===== config.mk =====
export PLATFORM = sky130hd
export DESIGN_NAME = alu_shift_seq
export DESIGN_NICKNAME = d
export VERILOG_FILES = /design/src/rtl/alu_shift_seq.sv
export SDC_FILE = /design/constraint.sdc
export NUM_CORES = 1
export LEC_CHECK = 0
export CAP_MARGIN = 40
export CORE_MARGIN = 2
export CORE_UTILIZATION = 52
export CTS_BUF_LIST = sky130_fd_sc_hd__clkbuf_4
export CTS_CLUSTER_DIAMETER = 200
export CTS_CLUSTER_SIZE = 8
export DETAILED_ROUTE_END_ITERATION = 7
export PLACE_DENSITY = 0.86
export SYNTH_ARGS = -nofsm -noshare
export SYNTH_HDL_FRONTEND = slang
export SYNTH_SLANG_ARGS = --single-unit

===== constraint.sdc =====
create_clock -name clk -period 3.83 [get_ports clk]
set_clock_uncertainty 0.1 [all_clocks]
set_input_delay 0.766 -clock clk [delete_from_list [all_inputs] [get_ports clk]]
set_output_delay 0.766 -clock clk [all_outputs]
set_load 0.02 [all_outputs]

===== src/rtl/alu_shift_seq.sv =====
`default_nettype none
//============================================================================
// Module      : alu_shift_seq
// Description : Multi-cycle shift-then-ALU datapath with valid/ready
//               handshakes on input and output. Operand A is shifted one
//               bit per clock (left, logical right or arithmetic right) by
//               a programmable amount. It is then combined with B by a
//               3-bit opcode that yields registered NZCV flags, with an
//               optional two's-complement to sign-magnitude conversion of
//               the result.
// Revision    : 1.0 - initial release
//----------------------------------------------------------------------------
// Ports
//   clk         : clock, all state updates on the rising edge
//   reset_n     : asynchronous active-low reset
//   in_valid    : request valid
//   in_ready    : block idle and able to accept a request
//   a, b        : operand to be shifted / second ALU operand
//   ALUControl  : opcode (ADD SUB AND OR XOR NOR passS passB)
//   shamt       : shift amount
//   dir         : 0 = left, 1 = right
//   arith       : right shifts only, 1 = sign fill
//   conv_en     : 1 = output in sign-magnitude form
//   out_valid   : Result/ALUFlags valid
//   out_ready   : consumer accepts the result
//   Result      : registered result
//   ALUFlags    : registered {N,Z,C,V}
//============================================================================
module alu_shift_seq #(
    parameter int WIDTH = 8,
    parameter int SHW   = $clog2(WIDTH)
) (
    input  logic             clk,
    input  logic             reset_n,
    input  logic             in_valid,
    output logic             in_ready,
    input  logic [WIDTH-1:0] a,
    input  logic [WIDTH-1:0] b,
    input  logic [2:0]       ALUControl,
    input  logic [SHW-1:0]   shamt,
    input  logic             dir,
    input  logic             arith,
    input  logic             conv_en,
    output logic             out_valid,
    input  logic             out_ready,
    output logic [WIDTH-1:0] Result,
    output logic [3:0]       ALUFlags
);

    typedef enum logic [1:0] {
        ST_IDLE  = 2'd0,
        ST_SHIFT = 2'd1,
        ST_EXEC  = 2'd2,
        ST_DONE  = 2'd3
    } state_t;

    localparam logic [2:0] C_OP_ADD  = 3'b000;
    localparam logic [2:0] C_OP_SUB  = 3'b001;
    localparam logic [2:0] C_OP_AND  = 3'b010;
    localparam logic [2:0] C_OP_OR   = 3'b011;
    localparam logic [2:0] C_OP_XOR  = 3'b100;
    localparam logic [2:0] C_OP_NOR  = 3'b101;
    localparam logic [2:0] C_OP_PASS = 3'b110;

    localparam logic [SHW-1:0]   C_CNT_ONE  = {{(SHW-1){1'b0}}, 1'b1};
    localparam logic [SHW-1:0]   C_CNT_ZERO = '0;
    localparam logic [WIDTH-1:0] C_ZERO     = '0;

    //------------------------------------------------------------------------
    // State and operand registers
    //------------------------------------------------------------------------
    state_t             state_q,  state_d;
    logic [SHW-1:0]     cnt_q,    cnt_d;
    logic [WIDTH-1:0]   a_q,      a_d;      // working (shifted) operand
    logic [WIDTH-1:0]   b_q,      b_d;
    logic [2:0]         op_q,     op_d;
    logic               dir_q,    dir_d;
    logic               arith_q,  arith_d;
    logic               conv_q,   conv_d;
    logic [WIDTH-1:0]   result_q, result_d;
    logic [3:0]         flags_q,  flags_d;

    //------------------------------------------------------------------------
    // Datapath wires
    //------------------------------------------------------------------------
    logic [WIDTH-1:0]   w_shift_one;
    logic               w_fill;
    logic [WIDTH-1:0]   w_b_eff;
    logic               w_cin;
    logic [WIDTH:0]     w_sum;
    logic [WIDTH-1:0]   w_raw;
    logic               w_c;
    logic               w_v;
    logic [WIDTH-2:0]   w_mag;
    logic [WIDTH-1:0]   w_conv;
    logic [3:0]         w_flags;

    //------------------------------------------------------------------------
    // One-bit shifter: left always zero-fills, right fills with the MSB
    // only for arithmetic shifts.
    //------------------------------------------------------------------------
    always_comb begin
        w_fill      = arith_q & a_q[WIDTH-1];
        w_shift_one = a_q;
        if (dir_q) begin
            w_shift_one = {w_fill, a_q[WIDTH-1:1]};
        end else begin
            w_shift_one = {a_q[WIDTH-2:0], 1'b0};
        end
    end

    //------------------------------------------------------------------------
    // ALU. ADD and SUB share one adder; SUB feeds ~b with a carry-in of 1,
    // so C is the "no borrow" carry and the overflow rule is the same as
    // for ADD on the effective operand.
    //------------------------------------------------------------------------
    always_comb begin
        w_b_eff = b_q;
        w_cin   = 1'b0;
        if (op_q == C_OP_SUB) begin
            w_b_eff = ~b_q;
            w_cin   = 1'b1;
        end
        w_sum = {1'b0, a_q} + {1'b0, w_b_eff} + {C_ZERO, w_cin};

        w_raw = C_ZERO;
        w_c   = 1'b0;
        w_v   = 1'b0;
        case (op_q)
            C_OP_ADD, C_OP_SUB: begin
                w_raw = w_sum[WIDTH-1:0];
                w_c   = w_sum[WIDTH];
                w_v   = (a_q[WIDTH-1] == w_b_eff[WIDTH-1]) &&
                        (w_sum[WIDTH-1] != a_q[WIDTH-1]);
            end
            C_OP_AND:  w_raw = a_q & b_q;
            C_OP_OR:   w_raw = a_q | b_q;
            C_OP_XOR:  w_raw = a_q ^ b_q;
            C_OP_NOR:  w_raw = ~(a_q | b_q);
            C_OP_PASS: w_raw = a_q;
            default:   w_raw = b_q;
        endcase

        w_flags = {w_raw[WIDTH-1], (w_raw == C_ZERO), w_c, w_v};
    end

    //------------------------------------------------------------------------
    // Sign-magnitude conversion. Only the low WIDTH-1 bits of the negation
    // are needed. The most negative value has no representable magnitude
    // and saturates to all ones.
    //------------------------------------------------------------------------
    always_comb begin
        w_mag  = (~w_raw[WIDTH-2:0]) + {{(WIDTH-2){1'b0}}, 1'b1};
        w_conv = w_raw;
        if (conv_q && w_raw[WIDTH-1]) begin
            if (w_raw[WIDTH-2:0] == '0) begin
                w_conv = {WIDTH{1'b1}};
            end else begin
                w_conv = {1'b1, w_mag};
            end
        end
    end

    //------------------------------------------------------------------------
    // Next-state logic
    //------------------------------------------------------------------------
    always_comb begin
        state_d  = state_q;
        cnt_d    = cnt_q;
        a_d      = a_q;
        b_d      = b_q;
        op_d     = op_q;
        dir_d    = dir_q;
        arith_d  = arith_q;
        conv_d   = conv_q;
        result_d = result_q;
        flags_d  = flags_q;

        case (state_q)
            ST_IDLE: begin
                if (in_valid) begin
                    a_d     = a;
                    b_d     = b;
                    op_d    = ALUControl;
                    dir_d   = dir;
                    arith_d = arith;
                    conv_d  = conv_en;
                    cnt_d   = shamt;
                    state_d = (shamt != C_CNT_ZERO) ? ST_SHIFT : ST_EXEC;
                end
            end
            ST_SHIFT: begin
                a_d   = w_shift_one;
                cnt_d = cnt_q - C_CNT_ONE;
                if (cnt_q == C_CNT_ONE) begin
                    state_d = ST_EXEC;
                end
            end
            ST_EXEC: begin
                result_d = w_conv;
                flags_d  = w_flags;
                state_d  = ST_DONE;
            end
            ST_DONE: begin
                if (out_ready) begin
                    state_d = ST_IDLE;
                end
            end
            default: state_d = ST_IDLE;
        endcase
    end

    //------------------------------------------------------------------------
    // Registers
    //------------------------------------------------------------------------
    always_ff @(posedge clk or negedge reset_n) begin
        if (!reset_n) begin
            state_q  <= ST_IDLE;
            cnt_q    <= '0;
            a_q      <= '0;
            b_q      <= '0;
            op_q     <= '0;
            dir_q    <= 1'b0;
            arith_q  <= 1'b0;
            conv_q   <= 1'b0;
            result_q <= '0;
            flags_q  <= '0;
        end else begin
            state_q  <= state_d;
            cnt_q    <= cnt_d;
            a_q      <= a_d;
            b_q      <= b_d;
            op_q     <= op_d;
            dir_q    <= dir_d;
            arith_q  <= arith_d;
            conv_q   <= conv_d;
            result_q <= result_d;
            flags_q  <= flags_d;
        end
    end

    assign in_ready  = (state_q == ST_IDLE);
    assign out_valid = (state_q == ST_DONE);
    assign Result    = result_q;
    assign ALUFlags  = flags_q;

endmodule
`default_nettype wire


After elaboration in Yosys (flattened, before gate mapping)
Cells that the tools add are included.
{"block": "totals", "reg_bits": 39, "inputBits": 29, "out_inout_bits": 14, "elab_cells": 65}
{"block": "classes", "addsub": 4, "n_eq_ne": 15, "mux": 17, "bitwise": 7, "reduce_logical": 12}
{"operator": "8-bit one-hot mux with 6 select lines", "count": 1}
{"operator": "8-bit 2-to-1 mux", "count": 4}
{"operator": "8-bit NOT", "count": 2}
{"operator": "8-bit one-hot mux with 2 select lines", "count": 1}
{"operator": "8-bit by 8-bit adder with 9-bit output", "count": 1}
{"operator": "9-bit by 1-bit adder with 9-bit output", "count": 1}
{"operator": "3-bit equality test (second input constant)", "count": 3}
{"operator": "8-bit AND", "count": 1}
{"operator": "8-bit zero test", "count": 1}
{"operator": "2-bit 2-to-1 mux", "count": 4}
{"operator": "8-bit OR", "count": 1}
{"operator": "2-bit one-hot mux with 4 select lines", "count": 1}
{"operator": "8-bit XOR", "count": 1}
{"operator": "7-bit by 1-bit adder with 7-bit output (second input constant)", "count": 1}
{"operator": "7-bit zero test", "count": 1}
{"operator": "7-bit 2-to-1 mux", "count": 1}
{"operator": "7-bit NOT", "count": 1}
{"operator": "3-bit by 1-bit equality test with 1-bit output (second input constant)", "count": 2}
{"operator": "3-bit by 2-bit equality test with 1-bit output (second input constant)", "count": 2}
{"operator": "3-bit one-hot mux with 2 select lines", "count": 1}
{"operator": "2-bit equality test (second input constant)", "count": 2}
{"operator": "2-bit != test (second input constant)", "count": 2}
{"operator": "2-bit AND reduction", "count": 2}
{"operator": "3-bit zero test", "count": 1}
{"operator": "14 further kinds", "count": 17}

Longest topological paths before layout
Gate-level depths: netlist of run 1.
{"block": "depth", "word_depth": 9, "mapped_depth": 17, "depth_no_buf": 14}

Worst setup path before layout of run 1
Ideal clock, no wire load.
{"block": "synth_path", "path_kind": "register to register", "startpoint": "register op_q[0]", "endpoint": "register result_q[0] (netlist: Result[0])", "t_arrival_ns": 3.702, "required_ns": 3.648, "setup_slack_ns": -0.054, "stages_incl_launch_ff": 15, "path_buffers": 4, "synth_period_minus_slack_ns": 3.884, "cell_sequence": "dfrtp_1 > buf_2 > buf_2 > clkbuf_8 > and2_1 > clkbuf_1 > xnor2_1 > ha_1 > and4b_4 > a221oi_4 > xnor2_1 > a2111oi_4 > nand2_2 > or4b_1 > a31oi_1"}
{"block": "synth_between", "elab_chain_cells": 9, "elab_cells_between_ends": 19, "cone_classes": "3 x add/sub; 6 x eq/ne; 5 x mux; 1 x bitwise; 4 x reduce/logical"}
{"item": "start, declared", "line_no": "76", "rtl": "logic [2:0] op_q, op_d;"}
{"item": "start signal, assigned", "line_no": "233", "rtl": "op_q <= op_d;"}
{"item": "3-bit by 1-bit equality test with 1-bit output", "line_no": "120, 129"}
{"item": "8-bit 2-to-1 mux", "line_no": "120", "rtl": "if (op_q == C_OP_SUB) begin"}
{"item": "8-bit by 8-bit adder with 9-bit output", "line_no": "124", "rtl": "w_sum = {1'b0, a_q} + {1'b0, w_b_eff} + {C_ZERO, w_cin};"}
{"item": "9-bit by 1-bit adder with 9-bit output", "line_no": "124"}
{"item": "8-bit one-hot mux with 6 select lines (*)", "line_no": "129", "rtl": "case (op_q)"}
{"item": "7-bit NOT", "line_no": "153", "rtl": "w_mag = (~w_raw[WIDTH-2:0]) + {{(WIDTH-2){1'b0}}, 1'b1};"}
{"item": "7-bit by 1-bit adder with 7-bit output", "line_no": "153"}
{"item": "7-bit 2-to-1 mux", "line_no": "156", "rtl": "if (w_raw[WIDTH-2:0] == '0) begin"}
{"item": "8-bit 2-to-1 mux (*)", "line_no": "155", "rtl": "if (conv_q && w_raw[WIDTH-1]) begin"}
{"item": "end signal, assigned", "line_no": "237", "rtl": "result_q <= result_d;"}
{"item": "end, declared", "line_no": "80", "rtl": "logic [WIDTH-1:0] result_q, result_d;"}
Mark *: on every way between the ends. The rest lies on a longest branch, timed or not.
A chain may end at the register's enable or synchronous reset.

Final worst setup path of run 1
{"block": "layout_path", "startpoint": "register op_q[2]", "endpoint": "register result_q[0] (netlist: Result[0])"}
Same word-level chain as after synthesis.

==> metrics.csv, run 1 <==
stage,metric,value,unit
global_route,grt ovf,0,
clock_network,Clock Latency Late Sink,0.35,ns
final_layout,# fillers,500,
drt,WL/cell,16.01,um
synth,post-synth top area cell,dfrtp_1,
global_route,initial antenna violation count,0,
clock_network,Root Driver,clkbuf_4,
final_layout,Layout Utilization,63.19,%
clock_network,TritonCTS clock tree,yes,
placement,dpl cell area,3706,sq um
timing,unrepaired setup endpoints after global routing,false,
clock_network,htree depth,2,
final_layout,# diodes,0,
synth,asr flop ratio synth,100.0,%
clock_network,Post-CTS Resized,0,
synth,syn_nets,414,
placement,post-DP HPWL,5717,um
synth,Main synth FF type,dfrtp_1,
die,Die Span X,82.58,um
synth,synth unique cells,63,
clock_network,Num CTS Buffers,5,
worst_setup_path,"slowest stage cell, crit path",or4b_1,
timing,setup_tns,0,ns
timing,Least-Margin Pin Slew,0.7156,ns
run_status,status,"complete, no violations",
min_path,HP Class,primary input to async pin,
synth,"flops & latches, synth",39,
timing,Final Cycle Share,94.18,%
worst_setup_path,critical path class,flop to flop,
die,Initial Util,53.91,%
worst_setup_path,Worst Path Required,4.02,ns
job,max_cap viols,0,
die,FP Rows,28,
timing,Worst Hold Slack,0.2475,ns
drt,via count,2829,
final_layout,layout cells sized above 1,13.23,%
clock_network,Post-CTS Setup Bufs,0,
final_layout,NumNets Final,453,
worst_setup_path,CP max stage delay,0.55,ns
worst_setup_path,R2R setup slack,0.22,ns
synth,synthesized area,3211,sq um
synth,Cells after Synth,353,
drt,vias per cell,6.045,
worst_setup_path,"Max FO, Critical Path",5,
worst_setup_path,Worst R2R End,Result[0],
final_layout,Sequential Area,975.9,sq um
synth,"Seq/Total Area, Yosys",30.40,%
placement,gpl congestion,0.8876,
synth,Post-synth EDFFs,0,
final_layout,design area,3764,sq um
clock_network,clock buffer depth,2,
timing,Relative slew margins,52.29,%
drt,final wirelength,7491,um
die,Die Area,6819,sq um
worst_setup_path,Setup crit end kind,flop,
die,core area,5956,sq um
drt,First-pass DRT Iterations,4,
drt,# DRC,0,
final_layout,synthesis-to-layout area growth,17.23,%
clock_network,clock sink count,39,
timing,Final min period,3.607,ns
worst_setup_path,worst r2r src,op_q[2],
worst_setup_path,Reg2Reg Depth,13,
drt,final antenna-violating net count,0,
clock_network,CTS Hold Bufs,0,
timing,Max Clock Freq,0.2772,GHz
drt,drt first-iter violations,276,
global_route,GR Util All Layers,24.34,%
global_route,first-pass GRT wire length,12810,um
synth,yosys warns,0,
worst_setup_path,WP data arrival,3.79,ns
die,die height,82.58,um
synth,synthesized area per cell,9.095,sq um
placement,# port buffers,42,
global_route,pin count of the biggest net entering global routing,31,
timing,# setup viols final,0,
final_layout,multi-input logic area,2021,sq um
clock_network,clk slew on worst S/H paths,0.12,ns
timing,Final Hold Viols,0,
worst_setup_path,"Cell Chain, Critical Path",nor2_1 -> and2_1 -> xnor2_1 -> fa_1 -> nand2b_1 -> a21oi_1 -> a211oi_1 -> ha_1 -> inv_1 -> a2111oi_4 -> nand2_2 -> or4b_1 -> a31oi_1,
timing,Slew Limit Fails,0,
synth,area share of the largest cell type after synthesis,30.40,%
worst_setup_path,CP startpoint kind,flop,
die,IO Pins,43,
global_route,number of global-route vias before repair,2793,
synth,Area contributors post-synth,"dfrtp_1 30%, ha_1 12%, mux2_2 6.0%, o21ai_0 3.7%, nand2_1 3.5%",
cell families after synthesis:
logic type | synth area share (%)
buffers and inverters | 6.664
adder cells (fa/ha/maj) | 12.70
XOR/XNOR | 3.001
AO/OA/AOI/OAI | 24.79
flip-flops | 30.40
AND/OR/NAND/NOR | 14.61
multiplexers | 7.833
flip-flops by register name, summed over array words and instances (netlist names):
name,cells
ALUFlags,4
Result,8
a_q,8
arith_q,1
b_q,8
cnt_q,3
conv_q,1
dir_q,1
op_q,3
state_q,2
critical path: cells and delay by family (launching register included):
| kind | cells | cell delay (ns) |
|---|---|---|
| compound gates | 4 | 0.85 |
| xor+xnor | 1 | 0.22 |
| fa+ha+maj | 2 | 0.72 |
| buf+inv | 1 | 0.08 |
| flops | 1 | 0.40 |
| simple gates | 5 | 1.17 |
worst max-delay path by stage:
| stage | to | start | cells after the start | slack [ns] |
|---|---|---|---|---|
| finish | Result[0] | op_q[2] | 13 | 0.22 |
| global route | Result[0] | op_q[2] | 13 | 0.03 |
| CTS | Result[0] | op_q[2] | 13 | 0.26 |
| detailed placement | Result[0] | op_q[2] | 13 | 0.31 |
| global placement | Result[0] | op_q[2] | 11 | 0.46 |
| floorplan | Result[0] | op_q[0] | 14 | 0.08 |
routing by layer:
metal	track usage, %	share of wire (%)	vias to the layer above
met3	3.696	5.0	21
met1	31.30	43	1356
met5	0	0	-
li1	-	-	1360
met2	40.81	49	92
met4	10.16	2.6	0
synth_stat cells (all sizes together) (4+ instances only):
cell	number
dfrtp	39
ha	31
nand2	31
inv	28
o21ai	24
a21oi	20
mux2	17
nor2	17
clkbuf	12
o211ai	10
xnor2	10
buf	8
nand2b	7
mux2i	6
nand3	6
o31ai	6
a211oi	5
nand3b	5
a22o	4
a31oi	4
nor3	4
or3	4
metrics by stage:
step                worst slack [ns]  std cells
floorplan                    0.08159        353
global placement              0.4555        459
detailed placement            0.3111        460
CTS                           0.2641        468
global route                 0.02865        468
finish                        0.2229        468
placed cells by master (no fill, tap or decap), drive strengths merged, types with 11 or more instances in the layout:
cell / netlist / routed
ha: 31 / 31
nor2: 17 / 17
clkdlybuf4s50: 0 / 41
buf: 8 / 11
mux2: 17 / 17
o21ai: 24 / 24
a21oi: 20 / 20
inv: 28 / 28
nand2: 31 / 31
dfrtp: 39 / 39
final cells by class:
| type | instances | area share, % |
|---|---|---|
| timing repair buffer | 52 | 13.56 |
| tap | 75 | 2.493 |
| clock buffer | 7 | 1.396 |
| multi-input combinational | 266 | 53.69 |
| clock inverter | 1 | 0.1330 |
| sequential | 39 | 25.93 |
| inverter | 28 | 2.793 |
Power of run 1 is not shown: default switching activity piles up to over one toggle a cycle in this logic, so the estimate is an artifact.
==> run 2, diff against run 1 <==
--- a/config.mk
+++ b/config.mk
@@ -6,6 +6,7 @@
 export NUM_CORES = 1
 export LEC_CHECK = 0
 export CAP_MARGIN = 40
+export CORE_ASPECT_RATIO = 1.25
 export CORE_MARGIN = 2
 export CORE_UTILIZATION = 52
 export CTS_BUF_LIST = sky130_fd_sc_hd__clkbuf_4
==> constraint.sdc (replaced) <==
create_clock -name clk -period 3.83 [get_ports clk]
set_clock_uncertainty 0.1 [all_clocks]
set_input_delay 0.5745 -clock clk [delete_from_list [all_inputs] [get_ports clk]]
set_output_delay 0.5745 -clock clk [all_outputs]
set_load 0.02 [all_outputs]
==> metrics.csv, run 2 (synthesized netlist as in run 1, its figures left out) <==
stage,metric,value,unit,change
min_path,Hold EP,ALUFlags[1],,
global_route,grt ovf,0,,unchanged
drt,# DRC,0,,unchanged
timing,Least-Margin Pin Slew,0.7555,ns,was 0.7156 ns
final_layout,layout cells sized above 1,13.45,%,was 13.23%
die,die height,91.85,um,was 82.58 um
min_path,HP Class,flop to flop,,was primary input to async pin
timing,Max Clock Freq,0.2837,GHz,was 0.2772 GHz
worst_setup_path,CP startpoint kind,flop,,unchanged
final_layout,most frequent cells in the layout,"41 x clkdlybuf4s50_1, 39 x dfrtp_1, 31 x ha_1",,unchanged
worst_setup_path,critical path class,flop to flop,,unchanged
timing,unrepaired setup endpoints after global routing,false,,unchanged
min_path,worst min-delay path startpoint,ALUFlags[1],,
global_route,GR Util All Layers,23.89,%,was 24.34%
worst_setup_path,Worst Path Buf+Inv,0,,was 1
worst_setup_path,Worst R2R End,Result[0],,unchanged
global_route,met2 Use GR,40.18,%,was 40.81%
timing,Final Hold Viols,0,,unchanged
final_layout,# diodes,0,,unchanged
worst_setup_path,worst r2r src,op_q[2],,unchanged
job,max_cap viols,0,,unchanged
drt,final antenna-violating net count,0,,unchanged
worst_setup_path,WP data arrival,3.70,ns,was 3.79 ns
clock_network,clk slew on worst S/H paths,0.14,ns,was 0.12 ns
final_layout,synthesis-to-layout area growth,17.85,%,was 17.23%
drt,final wirelength,7573,um,was 7491 um
clock_network,clock sink count,39,,unchanged
clock_network,htree depth,2,,unchanged
die,Initial Util,52.75,%,was 53.91%
global_route,met3 GRT Util,2.857,%,was 3.696%
die,IO Pins,43,,unchanged
final_layout,"most common cell after layout, fill and taps aside",clkdlybuf4s50_1,,unchanged
drt,WL/cell,15.81,um,was 16.01 um
global_route,global routing usage on met1,31.88,%,was 31.30%
timing,Worst Hold Slack,0.3940,ns,was 0.2475 ns
placement,gpl congestion,0.8916,,was 0.8876
timing,# setup viols final,0,,unchanged
worst_setup_path,Setup crit end kind,flop,,unchanged
worst_setup_path,Reg2Reg Depth,11,,was 13
worst_setup_path,dominant cell type by count on the critical path,xnor2_1,,
timing,setup_tns,0,ns,unchanged
placement,dpl ws,0.3164,ns,was 0.3111 ns
die,FP Rows,32,,was 28
global_route,initial antenna violation count,0,,unchanged
die,Die Span X,74.28,um,was 82.58 um
global_route,grt peak-use layer,met2,,unchanged
clock_network,Clock Latency Late Sink,0.37,ns,was 0.35 ns
run_status,status,"complete, no violations",,unchanged
clock_network,Root Driver,clkbuf_4,,unchanged
global_route,pin count of the biggest net entering global routing,31,,unchanged
worst_setup_path,kind of cell adding the most delay to the critical path,simple AND/OR/NAND/NOR gates,,unchanged
min_path,worst hold path depth,1,,
worst_setup_path,CP max stage delay,0.52,ns,was 0.55 ns
drt,First-pass DRT Iterations,4,,unchanged
timing,Relative slew margins,49.63,%,was 52.29%
worst_setup_path,"slowest stage cell, crit path",or4b_1,,unchanged
global_route,first-pass GRT wire length,12920,um,was 12810 um
timing,Slew Limit Fails,0,,unchanged
timing,Final min period,3.525,ns,was 3.607 ns
final_layout,NumNets Final,454,,was 453
placement,# port buffers,42,,unchanged
drt,via count,2795,,was 2829
die,core area,6086,sq um,was 5956 sq um
clock_network,clock buffer depth,2,,unchanged
clock_network,TritonCTS clock tree,yes,,unchanged
placement,post-DP HPWL,5673,um,was 5717 um
die,Die Area,6823,sq um,was 6819 sq um
timing,Final Cycle Share,92.03,%,was 94.18%
drt,drt first-iter violations,155,,was 276
worst_setup_path,R2R setup slack,0.31,ns,was 0.22 ns
worst_setup_path,Worst Path Required,4.01,ns,was 4.02 ns
worst_setup_path,"Max FO, Critical Path",6,,was 5
drt,vias per cell,5.835,,was 6.045
worst_setup_path,"Cell Chain, Critical Path",nor2_1 -> and2_1 -> xnor2_1 -> ha_1 -> and4b_4 -> a221oi_4 -> xnor2_1 -> a2111oi_4 -> nand2_2 -> or4b_1 -> a31oi_1,,was nor2_1 -> and2_1 -> xnor2_1 -> fa_1 -> nand2b_1 -> a21oi_1 -> a211oi_1 -> ha_1 -> inv_1 -> a2111oi_4 -> nand2_2 -> or4b_1 -> a31oi_1
global_route,number of global-route vias before repair,2762,,was 2793
clock_network,Num CTS Buffers,5,,unchanged
timing,final worst slack,0.3052,ns,was 0.2229 ns
run 2: routing by layer:
| layer | part of all wire, % | wire [um] | vias up |
|---|---|---|---|
| met5 | 0 | 0 | - |
| met4 | 1.9 | 146 | 0 |
| met3 | 4.3 | 329 | 10 |
| met2 | 51 | 3849 | 69 |
| met1 | 43 | 3247 | 1361 |
| li1 | - | - | 1355 |
run 2: cell type report:
cell class,count,area [sq um]
clock buffer,5,37.54
clock inverter,3,20.02
fill,549,2302
inverter,28,105.1
multi-input combinational,266,2026
sequential,39,975.9
tap,85,106.4
timing repair buffer,53,513.0
run 2: worst max-delay path by stage:
stage	slack, ns	depth (start not counted)	start	end
floorplan	0.08	14	op_q[0]	Result[0]
global placement	0.49	13	op_q[2]	Result[0]
detailed placement	0.32	13	op_q[2]	Result[0]
CTS	0.25	13	op_q[2]	Result[0]
global route	0.06	11	op_q[2]	Result[0]
finish	0.31	11	op_q[2]	Result[0]
run 2: repair_timing:
action / CTS / global route
buffers inserted: 0 / 0
endpoints found under the setup margin: 0 / 1
endpoints found under the hold margin: 9 / 0
gates resized for setup: 0 / 1
hold buffers: 1 / 0
run 2: metrics by stage:
step,util (%),cell area [sq um],std cells
6_report,62.17,3784,479
2_1_floorplan,-,3212,353
3_5_place_dp,60.98,3711,470
5_1_grt,62.17,3784,479
3_3_place_gp,60.65,3691,469
4_1_cts,62.09,3779,479
Power of run 2 is left out for the same reason.
==> run 3, diff against run 2 <==
--- a/config.mk
+++ b/config.mk
@@ -13,6 +13,7 @@
 export CTS_CLUSTER_DIAMETER = 200
 export CTS_CLUSTER_SIZE = 8
 export DETAILED_ROUTE_END_ITERATION = 7
+export GPL_TIMING_DRIVEN = 1
 export PLACE_DENSITY = 0.86
 export SYNTH_ARGS = -nofsm -noshare
 export SYNTH_HDL_FRONTEND = slang
==> results of run 3 <==
Same layout as run 2: the final DEF is identical, and so are final timing and power.
Power of run 3 is left out for the same reason.
